File: src/rtl/sim_quit_sequencer.sv
// End-of-simulation sequencer: counts clock edges, watches the cosim
// watchdog and the TestBench idle flag, and walks RUN -> DRAIN -> DONE/FAIL.
// Also produces the registered wave-dump window enable.
module sim_quit_sequencer #(
    parameter int          CYCLE_WIDTH  = 64,
    parameter int          STATUS_WIDTH = 8,
    parameter int unsigned QUIT_CODE    = 255
) (
    input  logic                    clock,
    input  logic                    reset,
    input  logic                    watchdogValid,
    input  logic [STATUS_WIDTH-1:0] watchdogStatus,
    input  logic                    idle,
    input  logic [CYCLE_WIDTH-1:0]  timeoutAfterQuit,
    input  logic [CYCLE_WIDTH-1:0]  globalTimeout,
    input  logic [CYCLE_WIDTH-1:0]  dumpStart,
    input  logic [CYCLE_WIDTH-1:0]  dumpEnd,
    output logic [CYCLE_WIDTH-1:0]  cycle,
    output logic [CYCLE_WIDTH-1:0]  quitCycle,
    output logic                    dumpEnable,
    output logic                    finish,
    output logic                    fatal,
    output logic [1:0]              fatalCode,
    output logic [1:0]              state
);

    typedef enum logic [1:0] {
        ST_RUN   = 2'd0,
        ST_DRAIN = 2'd1,
        ST_DONE  = 2'd2,
        ST_FAIL  = 2'd3
    } state_e;

    localparam logic [STATUS_WIDTH-1:0] QUIT     = STATUS_WIDTH'(QUIT_CODE);
    localparam logic [CYCLE_WIDTH-1:0]  ONE      = CYCLE_WIDTH'(1);
    localparam logic [CYCLE_WIDTH-1:0]  ZERO     = '0;
    localparam logic [1:0]              CODE_WD  = 2'd1;
    localparam logic [1:0]              CODE_IDL = 2'd2;
    localparam logic [1:0]              CODE_GLB = 2'd3;

    state_e                 state_q, state_d;
    logic [CYCLE_WIDTH-1:0] cycle_q, cycle_d;
    logic [CYCLE_WIDTH-1:0] quit_cycle_q, quit_cycle_d;
    logic                   dump_q, dump_d;
    logic                   finish_q, finish_d;
    logic                   fatal_q, fatal_d;
    logic [1:0]             code_q, code_d;

    logic [CYCLE_WIDTH-1:0] edge_num;
    logic [CYCLE_WIDTH:0]   drain_limit;
    logic                   active;
    logic                   quit_hit;
    logic                   done_hit;
    logic                   wd_err;
    logic                   idle_to;
    logic                   glb_to;
    logic                   in_window;

    // Edge decode and next-state/output computation for the sequencer
    always_comb begin
        state_d      = state_q;
        cycle_d      = cycle_q;
        quit_cycle_d = quit_cycle_q;
        dump_d       = dump_q;
        finish_d     = 1'b0;
        fatal_d      = fatal_q;
        code_d       = code_q;

        // Edge number saturates so the counter never wraps back to zero
        edge_num    = (&cycle_q) ? cycle_q : cycle_q + ONE;
        // One extra bit so quitCycle + timeout can never overflow
        drain_limit = {1'b0, quit_cycle_q} + {1'b0, timeoutAfterQuit};

        active   = (state_q == ST_RUN) || (state_q == ST_DRAIN);
        quit_hit = (state_q == ST_RUN) && watchdogValid && (watchdogStatus == QUIT);
        // The watchdog is only consulted in RUN; after quit it is ignored
        wd_err   = (state_q == ST_RUN) && watchdogValid &&
                   (watchdogStatus != '0) && (watchdogStatus != QUIT);
        done_hit = (quit_hit && idle) || ((state_q == ST_DRAIN) && idle);
        idle_to  = (state_q == ST_DRAIN) && !idle && ({1'b0, edge_num} > drain_limit);
        glb_to   = (globalTimeout != ZERO) && (edge_num == globalTimeout);

        in_window = (edge_num >= dumpStart) && ((dumpEnd == ZERO) || (edge_num < dumpEnd));

        if (active) begin
            cycle_d = edge_num;
            dump_d  = in_window;
            if (quit_hit) begin
                quit_cycle_d = edge_num;
            end
            if (done_hit) begin
                state_d  = ST_DONE;
                finish_d = 1'b1;
                dump_d   = 1'b0;
            end else if (wd_err) begin
                state_d = ST_FAIL;
                fatal_d = 1'b1;
                code_d  = CODE_WD;
                dump_d  = 1'b0;
            end else if (idle_to) begin
                state_d = ST_FAIL;
                fatal_d = 1'b1;
                code_d  = CODE_IDL;
                dump_d  = 1'b0;
            end else if (glb_to) begin
                state_d = ST_FAIL;
                fatal_d = 1'b1;
                code_d  = CODE_GLB;
                dump_d  = 1'b0;
            end else if (quit_hit) begin
                state_d = ST_DRAIN;
            end
        end
    end

    // State and registered outputs; async active-low reset clears everything
    always_ff @(posedge clock or negedge reset) begin
        if (!reset) begin
            state_q      <= ST_RUN;
            cycle_q      <= '0;
            quit_cycle_q <= '0;
            dump_q       <= 1'b0;
            finish_q     <= 1'b0;
            fatal_q      <= 1'b0;
            code_q       <= 2'd0;
        end else begin
            state_q      <= state_d;
            cycle_q      <= cycle_d;
            quit_cycle_q <= quit_cycle_d;
            dump_q       <= dump_d;
            finish_q     <= finish_d;
            fatal_q      <= fatal_d;
            code_q       <= code_d;
        end
    end

    assign cycle      = cycle_q;
    assign quitCycle  = quit_cycle_q;
    assign dumpEnable = dump_q;
    assign finish     = finish_q;
    assign fatal      = fatal_q;
    assign fatalCode  = code_q;
    assign state      = state_q;

endmodule

File: config.mk
export PLATFORM = sky130hd
export DESIGN_NAME = sim_quit_sequencer
export DESIGN_NICKNAME = d
export VERILOG_FILES = /design/src/rtl/sim_quit_sequencer.sv
export SDC_FILE = /design/constraint.sdc
export NUM_CORES = 1
export LEC_CHECK = 0
export CORE_ASPECT_RATIO = 0.9
export CORE_UTILIZATION = 35
export DETAILED_ROUTE_END_ITERATION = 8
export PLACE_DENSITY = 0.68
export SYNTH_ARGS = -nofsm -noshare
export SYNTH_HDL_FRONTEND = slang
export SYNTH_SLANG_ARGS = --single-unit
export TNS_END_PERCENT = 10
File: constraint.sdc
create_clock -name clock -period 5.53 [get_ports clock]
set_input_delay 0.553 -clock clock [delete_from_list [all_inputs] [get_ports clock]]
set_output_delay 0.553 -clock clock [all_outputs]
set_load 0.01 [all_outputs]
Word-level counts from Yosys, hierarchy flattened. Index checks and enable logic that the tools add are counted.

$add $sub $neg: 2. $mul: 0. Div/mod/pow operators: 0. $lt $le $gt $ge: 3. Equality and inequality tests: 4. Shift operators: 0. Mux-type cells: 18. Bitwise gates (word level): 1. Reduce and logical (&&, ||, !) cells: 24.

Operators with widths (count): $add 64x64->65 (1); $gt 64x65->1 (1); $add 64x1->64 const B (1); $eq 64x64->1 (1); $ge 64x64->1 (1); $logic_not 64->1 (1); $lt 64x64->1 (1); $mux 64 (1); $reduce_and 64->1 (1); $reduce_bool 64->1 (1); $mux 2 (8); $logic_and 1x1->1 (10); $mux 1 (9); $eq 8x8->1 const B (1); $ne 8x8->1 const B (1); $reduce_bool 8->1 (1); $reduce_bool 5->1 (1); $reduce_and 2->1 (2); $logic_or 1x1->1 (3); $reduce_and 3->1 (1); $reduce_bool 3->1 (1); $eq 2x1->1 const B (1); $logic_not 2->1 (1); $logic_not 1->1 (1); $not 1->1 (1).

Flip-flop bits (word level): 135. Bits in latches: 0. RAM bits: 0. ROM bits: 0. Bits of input ports: 268. Output and inout port bits: 135. Word-level logic and storage cells: 59. Memories kept: 0.

Longest topological paths before layout.
Word-level depth: 9. Depth in mapped cells: 26. Mapped depth without buffers: 26.

Worst setup path before layout. No wires, ideal clock.

Kind: input -> register. Start point: input port timeoutAfterQuit[0]. End point: register state_q[0] (netlist: state[0]). Library setup time: 0.104 ns. Arrival: 5.152 ns. Data required time: 5.426 ns. Slack: 0.274 ns. Stages: 24. Path buffers: 0. Cell sequence: ha_1 -> inv_1 -> fa_1 -> nand2b_1 -> a21oi_1 -> o41ai_1 -> and3_1 -> a21o_1 -> or4_1 -> a21oi_1 -> a31oi_1 -> o21ai_0 -> a21oi_1 -> xnor2_1 -> ha_1 -> nand4_1 -> inv_1 -> nand3_1 -> nor3_1 -> nand3_1 -> o21bai_1 -> a221o_1 -> o211a_1 -> o41ai_2.

Word-level cells in the longest chain between the ends: 6. Elaborated cells on any way between the ends: 8. Classes of those cells: 1 x add/sub; 1 x order compare; 3 x mux; 3 x reduce/logical.

RTL lines: from (decl) (line 14) `input logic [CYCLE_WIDTH-1:0] timeoutAfterQuit,`; $add 64x64->65 * (line 72) `drain_limit = {1'b0, quit_cycle_q} + {1'b0, timeoutAfterQuit};`; $gt 64x65->1 * (line 80) `idle_to = (state_q == ST_DRAIN) && !idle && ({1'b0, edge_num} > drain_limit);`; $logic_and 1x1->1 * (line 80); $mux 2 (line 100) `end else if (idle_to) begin`; $mux 2 (line 95) `end else if (wd_err) begin`; $mux 2 (line 91) `if (done_hit) begin`; to (signal assigned) (line 127) `state_q <= state_d;`; to (decl) (line 41) `state_e state_q, state_d;`.

Every way passes the cells marked *; elsewhere a longest branch is shown, timed or not. A chain may end at the register's enable or synchronous reset.

Final worst setup path.
Start point: register cycle_q[14] (netlist: cycle[14]). End point: register dump_q (netlist: dumpEnable).

Word-level cells in the longest chain between the ends: 9. Elaborated cells on any way between the ends: 15. Classes of those cells: 1 x add/sub; 3 x order compare; 1 x eq/ne; 5 x mux; 5 x reduce/logical.

RTL lines: from (decl) (line 42) `logic [CYCLE_WIDTH-1:0] cycle_q, cycle_d;`; from (signal assigned) (line 128) `cycle_q <= cycle_d;`; $add 64x1->64 or $reduce_and 64->1 (tied branches) (line 70) `edge_num = (&cycle_q) ? cycle_q : cycle_q + ONE;`; $mux 64 * (line 70); via edge_num[57] (line 49) `logic [CYCLE_WIDTH-1:0] edge_num;`; $lt 64x64->1 (line 83) `in_window = (edge_num >= dumpStart) && ((dumpEnd == ZERO) || (edge_num < dumpEnd));`; $logic_or 1x1->1 (line 83); $logic_and 1x1->1 (line 83); $mux 1 (line 105) `end else if (glb_to) begin`; $mux 1 * (line 100); $mux 1 * (line 95); $mux 1 * (line 91); to (signal assigned) (line 130) `dump_q <= dump_d;`; to (decl) (line 44) `logic dump_q, dump_d;`.

Mark *: on every way through the listed nets, which the timed path passes. The rest lies on a longest branch.

==> metrics.cfg <==
[setup_path]
required_ns = 5.92
r2r_cells = 20
r2r-end = dumpEnable
critical_path_class = flip-flop to flip-flop
crit_fanout = 11
cp_slowest_stage_delay_ns = 0.58
r2r-start = cycle[14]
crit_slowest_cell = or4_1
rrSetupSlack_ns = 0.1
critPathArrivalTime_ns = 5.82
path_cells = nand4_2, nor4_2, buf_4, nand3_1, buf_4, o21ai_1, nor2_1, nand2_1, xor2_1, inv_1, ha_1, nand2_1, nor4_1, buf_4, nand2_1, or4_1, nor4_1, a21oi_1, or3_1, o31ai_1
setup.worst_path.start_class = flip-flop
end_kind = flip-flop

[cells_and_area]
register_area_um2 = 3380
fin_util_pct = 51.8
fillers = 5018
final_nets = 3625
area_growth_pct = 45.1
multiInputGateArea_um2 = 14400
drive_above_1_share_pct = 18.0

[routing]
wl_per_cell_um = 26.6
via_per_inst = 5.84
drc_errors = 0
routed_wl_mm = 101
vias = 22200
dr.first_iter.drc_count = 2163
dr.pass1.iters = 6
postRouteAntennaNets = 0

[timing]
fin_crit_sh_pct = 98.2
relSlewSlack_pct = 28.2
slew_viol_final = 0
layout_min_cycle_time_ns = 5.43
setup_viol = 0
finalClockSkew_ns = 0.0160
tightest_slew_ns = 1.07
hold_violations = 0
tns_ns = 0
setup_ws_ns = 0.0989
fmax_mhz = 184

[synthesis]
ys_types = 92
syn_inst = 2370
synth_area_leader_cell = dfrtp_1
ys_top_cells_by_area = dfrtp_1 (18%), ha_1 (17%), xnor2_1 (5.6%)
seq_area_frac_synth_pct = 18.2
synth-edff-count = 0
ys_top_cells_by_count = ha_1 (256), nand2_1 (182), inv_1 (173)
avgSynthCellArea_um2 = 7.85
synth-async-reset-ratio_pct = 100
synth_area_um2 = 18600
ys_ff_latch = 135
synthesis.nets = 2895
synth.most_common_cell = ha_1
synth_top_flop_cell = dfrtp_1
yosys_warnings = 0
synth_top_area_share_pct = 18.2

[die]
initial_core_util_pct = 35.7
ios = 403
fp-row-count = 79
coreArea_um2 = 52100
die_w_um = 245
die-area_um2 = 54100
die_h_um = 221

[global_routing]
grt_max_degree = 82
gr-total-overflow = 0
antenna_found_initial = 5
grt_first_pass_wirelength_mm = 144
grt_pass1_vias = 21900
grt_use_total_pct = 36.8

[clock_tree]
cts_sinks = 135
clk_latency_ns = 0.50
numCtsBuffers = 17
cts_tree = yes
ctsHtreeMaxLevel = 4
ctsHoldBuffers = 0
cts_root_buffer = clkbuf_16
path_clk_slew_ns = 0.07
clock_path_buffers = 2

[worst_hold_path]
hold_class = input port to async pin

[placement]
place_congestion = 1.03
hpwl_mm = 85.5
place.port_buffers = 402
dpl_worst_slack_ns = -1.07

[pwr]
cellLeakagePower_nw = 13.1
vdd_ir_drop_max_mv = 0.260
p_total_mw = 3.64
powerDensity_nw_per_um2 = 135

[outcome]
status = completed

[job]
drv_cap = 0

[timing repair]
item | in CTS | in global routing
setup endpoints to repair | 6 | 6
resized for setup | 11 | 38
pin swaps | 6 | 21
gates cloned | 0 | 0
setup buffers | 1 | 2
[layout make-up]
| type | instances | share of cell area, % |
|---|---|---|
| diodes | 2 | 0.0185 |
| clock buffers | 19 | 1.60 |
| clock inverters | 13 | 0.547 |
| inverters | 173 | 2.41 |
| multi-input cells | 1957 | 53.3 |
| flip-flops and latches | 135 | 12.5 |
| well taps | 688 | 3.19 |
| repair buffers | 816 | 26.4 |
[registers in the layout, summed over array words and instances, names as in the netlist]
register    cells
dumpEnable      1
finish          1
quitCycle      64
state           2
fatal           1
fatalCode       2
cycle          64
[metal layers]
metal | track usage [%] | up-vias | wire [µm]
li1 | - | 10200 | -
met4 | 12.9 | 2 | 3510
met3 | 6.72 | 178 | 8110
met1 | 50.5 | 10700 | 45100
met5 | 0 | - | 11
met2 | 57.4 | 1101 | 44200
[cells by family (layout without fill, tap and decap cells)]
family | after synthesis | after routing | share of synthesized area (%)
AOI/OAI and AO/OA | 540 | 540 | 19.1
xor gates and xnor gates | 240 | 240 | 11.5
adders and majority gates | 257 | 257 | 17.3
buffers and inverters | 278 | 1021 | 5.89
DFF | 135 | 135 | 18.2
muxes | 59 | 59 | 3.51
other | 0 | 2 | 0
and+or+nand+nor | 861 | 861 | 24.6
[cell usage in the layout, fill, tap and decap left out, types with 14 or more instances in the layout]
cell | Yosys | routed
a21o_1 | 85 | 85
a21oi_1 | 155 | 149
a31oi_1 | 20 | 17
and2_1 | 16 | 15
and3_1 | 28 | 27
and4_1 | 19 | 19
buf_4 | 3 | 414
clkbuf_16 | 0 | 17
clkdlybuf4s50_1 | 0 | 399
dfrtp_1 | 135 | 135
ha_1 | 256 | 254
inv_1 | 173 | 173
mux2_2 | 50 | 50
nand2_1 | 182 | 182
nand2b_1 | 34 | 33
nand3_1 | 78 | 78
nand4_1 | 96 | 96
nor2_1 | 159 | 157
nor2b_1 | 36 | 36
nor3_1 | 58 | 55
nor4_1 | 76 | 76
o2111ai_1 | 18 | 18
o211ai_1 | 15 | 15
o21ai_0 | 101 | 98
o21bai_1 | 14 | 14
or3_1 | 15 | 15
xnor2_1 | 119 | 119
xor2_1 | 119 | 118
[worst max-delay path by stage]
stage                      end           startpoint  cells past startpoint
floorplan             state[0]  timeoutAfterQuit[0]                     24
detailed placement    state[0]  timeoutAfterQuit[0]                     25
global route        dumpEnable  timeoutAfterQuit[2]                     25
global placement      state[0]  timeoutAfterQuit[0]                     25
CTS                   state[0]  timeoutAfterQuit[2]                     25
finish              dumpEnable            cycle[14]                     20
[critical path: cells and delay by family (launching register included)]
kind / cells / cell delay [ns]
buffers and inverters: 4 / 0.78
DFF: 1 / 0.56
xor gates and xnor gates: 1 / 0.24
adders and majority gates: 1 / 0.30
AOI/OAI and AO/OA: 3 / 0.63
and+or+nand+nor: 11 / 2.80
[power breakdown]
part	switching, mW	total [mW]	internal, mW	leakage [nW]
logic	0.750	1.36	0.610	11.0
clock network	0.562	1.23	0.667	0.271
registers	0.0354	1.05	1.02	1.85
[metrics by stage]
stage / cell area, µm² / hold WS, ns / instances
6_report: 27000 / 0.123 / 3803
5_1_grt: 27000 / 0.180 / 3803
4_1_cts: 26800 / 0.135 / 3799
3_5_place_dp: 26100 / 0.498 / 3766
3_3_place_gp: 26100 / 0.501 / 3766
2_1_floorplan: 18600 / 0.257 / 2370
(Power assumes the default switching activity.)
